### src/rtl/ycbcr2rgb_pkg.sv
// ycbcr2rgb_pkg: mode encoding, colour matrix coefficients and offset helpers
package ycbcr2rgb_pkg;
  typedef enum logic [1:0] {
    BT601_LIM  = 2'b00,
    BT709_LIM  = 2'b01,
    BT601_FULL = 2'b10,
    BT709_FULL = 2'b11
  } mode_e;
  localparam int COEF_Q10 [4][5] = '{
    '{1192, 1634, 833, 401, 2065},
    '{1192, 1836, 546, 218, 2163},
    '{1024, 1436, 731, 352, 1815},
    '{1024, 1613, 479, 192, 1900}
  };
  function automatic int scale_coef(input int c, input int frac);
    return frac >= 10 ? c <<< (frac - 10) : (c + (1 <<< (9 - frac))) >>> (10 - frac);
  endfunction
  function automatic int coef(input mode_e m, input int k, input int frac);
    return scale_coef(COEF_Q10[m][k], frac);
  endfunction
  function automatic int yoff(input int in_w, input mode_e m);
    return m[1] ? 0 : 16 << (in_w - 8);
  endfunction
  function automatic int mid(input int in_w);
    return 1 << (in_w - 1);
  endfunction
endpackage

### src/rtl/ycbcr2rgb_pipe_rgb_clip_round.sv
// rgb_clip_round: round-half-up, arithmetic shift and saturate one colour channel
module rgb_clip_round #(
  parameter int W     = 24,
  parameter int SH    = 12,
  parameter int OUT_W = 8
) (
  input  logic signed [W-1:0] v,
  output logic [OUT_W-1:0]    q,
  output logic                clip
);
  localparam logic signed [W-1:0] HALF = W'(1) << (SH - 1);
  localparam logic signed [W-1:0] MAXV = W'((1 << OUT_W) - 1);
  logic signed [W-1:0] t;
  logic neg, over;
  assign t    = (v + HALF) >>> SH;
  assign neg  = t[W-1];
  assign over = !neg && (t > MAXV);
  assign q    = neg ? '0 : over ? '1 : t[OUT_W-1:0];
  assign clip = neg || over;
endmodule

### src/rtl/ycbcr2rgb_pipe.sv
// ycbcr2rgb_pipe: 3-stage stream YCbCr to RGB converter with frame-aligned mode and clip count
module ycbcr2rgb_pipe
  import ycbcr2rgb_pkg::*;
#(
  parameter int IN_W      = 10,
  parameter int OUT_W     = 8,
  parameter int COEF_FRAC = 10,
  parameter int CNT_W     = 16
) (
  input  logic             clk,
  input  logic             rst,
  input  logic             s_valid,
  output logic             s_ready,
  input  logic [IN_W-1:0]  s_y,
  input  logic [IN_W-1:0]  s_cb,
  input  logic [IN_W-1:0]  s_cr,
  input  logic             s_sof,
  input  logic             s_eol,
  input  logic [1:0]       mode,
  output logic             m_valid,
  input  logic             m_ready,
  output logic [OUT_W-1:0] m_r,
  output logic [OUT_W-1:0] m_g,
  output logic [OUT_W-1:0] m_b,
  output logic             m_sof,
  output logic             m_eol,
  output logic             m_clip,
  output logic [CNT_W-1:0] clip_cnt
);
  localparam int W  = IN_W + COEF_FRAC + 4;
  localparam int SH = COEF_FRAC + IN_W - OUT_W;
  if (OUT_W > IN_W) begin : g_width_check
    $error("OUT_W must not exceed IN_W");
  end
  logic en;
  assign en      = !m_valid || m_ready;
  assign s_ready = en;
  mode_e act_mode, sel_mode, s1_mode;
  logic s1_valid, s1_sof, s1_eol;
  logic [IN_W-1:0] s1_y, s1_cb, s1_cr;
  // a valid sof beat switches the matrix for itself and the rest of the frame
  assign sel_mode = (s_valid && s_sof) ? mode_e'(mode) : act_mode;
  // S1: capture samples and the matrix selection for this pixel
  always_ff @(posedge clk or posedge rst) begin
    if (rst) begin
      act_mode <= BT601_LIM;
      s1_mode  <= BT601_LIM;
      s1_valid <= 1'b0;
      s1_sof   <= 1'b0;
      s1_eol   <= 1'b0;
      s1_y     <= '0;
      s1_cb    <= '0;
      s1_cr    <= '0;
    end else if (en) begin
      act_mode <= sel_mode;
      s1_mode  <= sel_mode;
      s1_valid <= s_valid;
      s1_sof   <= s_sof;
      s1_eol   <= s_eol;
      s1_y     <= s_y;
      s1_cb    <= s_cb;
      s1_cr    <= s_cr;
    end
  end
  logic signed [W-1:0] dy, du, dv, k_y, k_rv, k_gv, k_gu, k_bu;
  assign dy   = W'(s1_y) - W'(yoff(IN_W, s1_mode));
  assign du   = W'(s1_cb) - W'(mid(IN_W));
  assign dv   = W'(s1_cr) - W'(mid(IN_W));
  assign k_y  = W'(coef(s1_mode, 0, COEF_FRAC));
  assign k_rv = W'(coef(s1_mode, 1, COEF_FRAC));
  assign k_gv = W'(coef(s1_mode, 2, COEF_FRAC));
  assign k_gu = W'(coef(s1_mode, 3, COEF_FRAC));
  assign k_bu = W'(coef(s1_mode, 4, COEF_FRAC));
  logic s2_valid, s2_sof, s2_eol;
  logic signed [W-1:0] s2_x, s2_rv, s2_gv, s2_gu, s2_bu;
  // S2: offset-removed samples times the selected coefficients
  always_ff @(posedge clk or posedge rst) begin
    if (rst) begin
      s2_valid <= 1'b0;
      s2_sof   <= 1'b0;
      s2_eol   <= 1'b0;
      s2_x     <= '0;
      s2_rv    <= '0;
      s2_gv    <= '0;
      s2_gu    <= '0;
      s2_bu    <= '0;
    end else if (en) begin
      s2_valid <= s1_valid;
      s2_sof   <= s1_sof;
      s2_eol   <= s1_eol;
      s2_x     <= dy * k_y;
      s2_rv    <= dv * k_rv;
      s2_gv    <= dv * k_gv;
      s2_gu    <= du * k_gu;
      s2_bu    <= du * k_bu;
    end
  end
  logic signed [W-1:0] r_sum, g_sum, b_sum;
  logic [OUT_W-1:0] r_q, g_q, b_q;
  logic r_c, g_c, b_c;
  assign r_sum = s2_x + s2_rv;
  assign g_sum = s2_x - s2_gv - s2_gu;
  assign b_sum = s2_x + s2_bu;
  rgb_clip_round #(.W(W), .SH(SH), .OUT_W(OUT_W)) u_r (.v(r_sum), .q(r_q), .clip(r_c));
  rgb_clip_round #(.W(W), .SH(SH), .OUT_W(OUT_W)) u_g (.v(g_sum), .q(g_q), .clip(g_c));
  rgb_clip_round #(.W(W), .SH(SH), .OUT_W(OUT_W)) u_b (.v(b_sum), .q(b_q), .clip(b_c));
  // S3: register the rounded, saturated pixel as the output beat
  always_ff @(posedge clk or posedge rst) begin
    if (rst) begin
      m_valid <= 1'b0;
      m_r     <= '0;
      m_g     <= '0;
      m_b     <= '0;
      m_sof   <= 1'b0;
      m_eol   <= 1'b0;
      m_clip  <= 1'b0;
    end else if (en) begin
      m_valid <= s2_valid;
      m_r     <= r_q;
      m_g     <= g_q;
      m_b     <= b_q;
      m_sof   <= s2_sof;
      m_eol   <= s2_eol;
      m_clip  <= r_c || g_c || b_c;
    end
  end
  logic [CNT_W-1:0] run_cnt;
  // count clipped output beats per frame; publish the total when the next frame starts
  always_ff @(posedge clk or posedge rst) begin
    if (rst) begin
      run_cnt  <= '0;
      clip_cnt <= '0;
    end else if (m_valid && m_ready) begin
      if (m_sof) begin
        clip_cnt <= run_cnt;
        run_cnt  <= CNT_W'(m_clip);
      end else if (m_clip && run_cnt != '1) begin
        run_cnt <= run_cnt + CNT_W'(1);
      end
    end
  end
endmodule

### config.mk
export PLATFORM = sky130hd
export DESIGN_NAME = ycbcr2rgb_pipe
export DESIGN_NICKNAME = d
export VERILOG_FILES = /design/src/rtl/ycbcr2rgb_pkg.sv /design/src/rtl/ycbcr2rgb_pipe_rgb_clip_round.sv /design/src/rtl/ycbcr2rgb_pipe.sv
export SDC_FILE = /design/constraint.sdc
export NUM_CORES = 2
export LEC_CHECK = 0
export ABC_AREA = 1
export BUFFER_PORTS_ARGS = -buffer_cell sky130_fd_sc_hd__buf_2
export CORE_MARGIN = 1.5
export CORE_UTILIZATION = 65
export CTS_BUF_LIST = sky130_fd_sc_hd__clkbuf_4
export DETAILED_ROUTE_END_ITERATION = 10
export PLACE_DENSITY_LB_ADDON = 0.3
export SYNTH_ARGS = -nofsm -noshare
export SYNTH_HDL_FRONTEND = slang
export SYNTH_HIERARCHICAL = 1
export SYNTH_SLANG_ARGS = --single-unit
### constraint.sdc
create_clock -name clk -period 19.5 [get_ports clk]
set_input_delay 0.975 -clock clk [delete_from_list [all_inputs] [get_ports clk]]
set_output_delay 0.975 -clock clk [all_outputs]
set_load 0.01 [all_outputs]
==> impl_metrics.tcl <==
set metrics [dict create \
    ys_warn_count 6 \
    cts_setup_buffers 0 \
    tightest_slew_ns 1.03 \
    final_max_slew_viol_count 0 \
    dr_total_vias 27200 \
    end_kind "flop" \
    fin_nets 5152 \
    finish.utilization_pct 69.2 \
    die_w_um 223 \
    skew_ns 0.0577 \
    cp_num_cells 22 \
    cts_tree "done" \
    start_util_pct 65.8 \
    cpPeakStageDelay_ns 0.64 \
    h-tree-depth 2 \
    row_count 80 \
    fin_tns_setup_ns 0 \
    grt_max_degree 107 \
    ant_nets 0 \
    wirelength_um 83100 \
    ios 83 \
    hold_viol 0 \
    routedWlPerCell_um 16.6 \
    gp_congestion 0.989 \
    status "complete, no violations" \
    clock_latency_ns 0.87 \
    period_needed_ns 6.69 \
    r2r-end "s2_rv[19]" \
    grt_usage_pct 34.3 \
    dieArea_sq_um 49600 \
    crit_top_cell "inv_1" \
    cp_num_buf_inv 6 \
    grt-ovfl-total 0 \
    drc 0 \
    critPathKind "reg -> reg" \
    worstHoldPathType "in -> async" \
    setup_viol 0 \
    max-slew-margin-rel_pct 31.3 \
    syn_inst 4282 \
    layout-drive-gt1-share_pct 5.50 \
    ctsResizeCount 0 \
    crit_family "adder cells" \
    drt_pass1_iterations 8 \
    fmax_mhz 149 \
    cp-startpoint "s1_mode[1]" \
    grt_pass1_vias 26200 \
    viasPerCell 5.42 \
    post-route-period-util_pct 34.3 \
    rrSetupSlack_ns 12.81 \
    cp_slowest_cell "ha_1" \
    clock_path_buffers 3 \
    ctsHoldBuffers 0 \
    cts.sinks 209 \
    synth_area_per_cell_sq_um 7.32 \
    cts_buffers 58 \
    max_cap_viol_count 0 \
    rsz0062_at_grt "false" \
    clk_pin_slew_ns 0.07 \
    core_area_sq_um 47600 \
    crit_chain "inv_1, ha_1, inv_1, nor2_1, inv_1, fa_1, inv_1, fa_1, fa_1, fa_1, inv_1, fa_1, inv_1, ha_1, nand2_1, nand2_1, a21oi_1, nor2_1, nor2_1, nand3b_1, nand3_1, nand2_1" \
    grt_pass1_wl_um 135000 \
    ff2ff_path_depth 22 \
    antenna_found_initial 3 \
    fp.dieH_um 223 \
    r2r-start "s1_mode[1]" \
    worstPathArrival_ns 7.42 \
    critPathRequiredTime_ns 20.22 \
    drt-initial-drc-count 2120 \
    synth_area_sq_um 31400 \
    crit_path_end "s2_rv[19]" \
    port_buffers 82 \
    post-dp-hpwl_um 68300 \
    crit_fanout 19 \
    area_growth_pct 5.22 \
    cts_root_buf "clkbuf_4" \
    startpoint_type "flop" \
]
## layout make-up
class | count | area (sq um)
clock inverter | 15 | 97.6
timing repair buffer | 94 | 500
fill | 4084 | 14700
antenna | 5 | 12.5
clock buffer | 79 | 593
sequential | 209 | 5230
multi-input combinational | 3047 | 22200
tap | 615 | 769
inverter | 941 | 3550
## metal layers
| layer | part of all wire (%) | GRT usage, % | wire length, um |
|---|---|---|---|
| met1 | 43 | 46.6 | 36100 |
| met2 | 44 | 54.1 | 36700 |
| met3 | 8.3 | 6.97 | 6900 |
| met4 | 4.1 | 13.2 | 3420 |
| met5 | 0 | 0 | 0 |
## through the flow
step / hold WS, ns / cell area [sq um] / setup WS [ns] / cells
floorplan: 0.440 / 31400 / 12.82 / 4285
global placement: 0.451 / 32300 / 13.21 / 4906
detailed placement: 0.457 / 32300 / 13.06 / 4906
CTS: 0.202 / 33000 / 13.02 / 5000
global route: 0.223 / 33000 / 12.60 / 5002
finish: 0.191 / 33000 / 12.81 / 5005
## registers in the layout, summed over array words and instances, names as in the netlist, 2 cells and up
register	cells
m_g	8
run_cnt	16
s1_mode	2
s1_cr	10
s1_cb	10
s2_rv	21
s2_x	21
m_r	8
clip_cnt	16
s2_gv	24
s1_y	10
m_b	8
s2_bu	21
s2_gu	24
## worst reg2reg max path, cell delays in order (launching register included)
cell and delay [ns]:
dfrtp_2 0.57, inv_1 0.58, ha_1 0.64, inv_1 0.35
nor2_1 0.33, inv_1 0.18, fa_1 0.55, inv_1 0.05
fa_1 0.51, fa_1 0.44, fa_1 0.49, inv_1 0.05
fa_1 0.47, inv_1 0.06, ha_1 0.37, nand2_1 0.10
nand2_1 0.08, a21oi_1 0.30, nor2_1 0.07, nor2_1 0.12
nand3b_1 0.09, nand3_1 0.08, nand2_1 0.07
## placed cells by master, fill, tap and decap left out, types with 13 or more instances in the layout
cell and n:
buf_2 82, xnor2_1 47, nand3b_1 24, ha_1 443, fa_1 320, nand2_2 16, nand2_1 1149, clkinv_1 13
nor2_1 358, o21ai_0 142, nor3_1 27, xor2_1 46, clkbuf_4 79, dfrtp_1 208, inv_1 932, nand4_1 36
nand3_1 197, a21oi_1 140
## worst min path at each step
| stage | slack [ns] | from | cells past startpoint | endpoint |
|---|---|---|---|---|
| 2_1_floorplan | 0.44 | s2_valid | 1 | m_valid |
| 3_3_place_gp | 0.45 | clip_cnt[12] | 2 | clip_cnt[12] |
| 3_5_place_dp | 0.46 | clip_cnt[12] | 2 | clip_cnt[12] |
| 4_1_cts | 0.20 | rst | 2 | s1_cr[2] |
| 5_1_grt | 0.22 | rst | 2 | s2_gv[9] |
| 6_report | 0.19 | rst | 2 | m_g[1] |
Power is not shown: default switching activity piles up to over one toggle a cycle in this logic, so the estimate is an artifact.
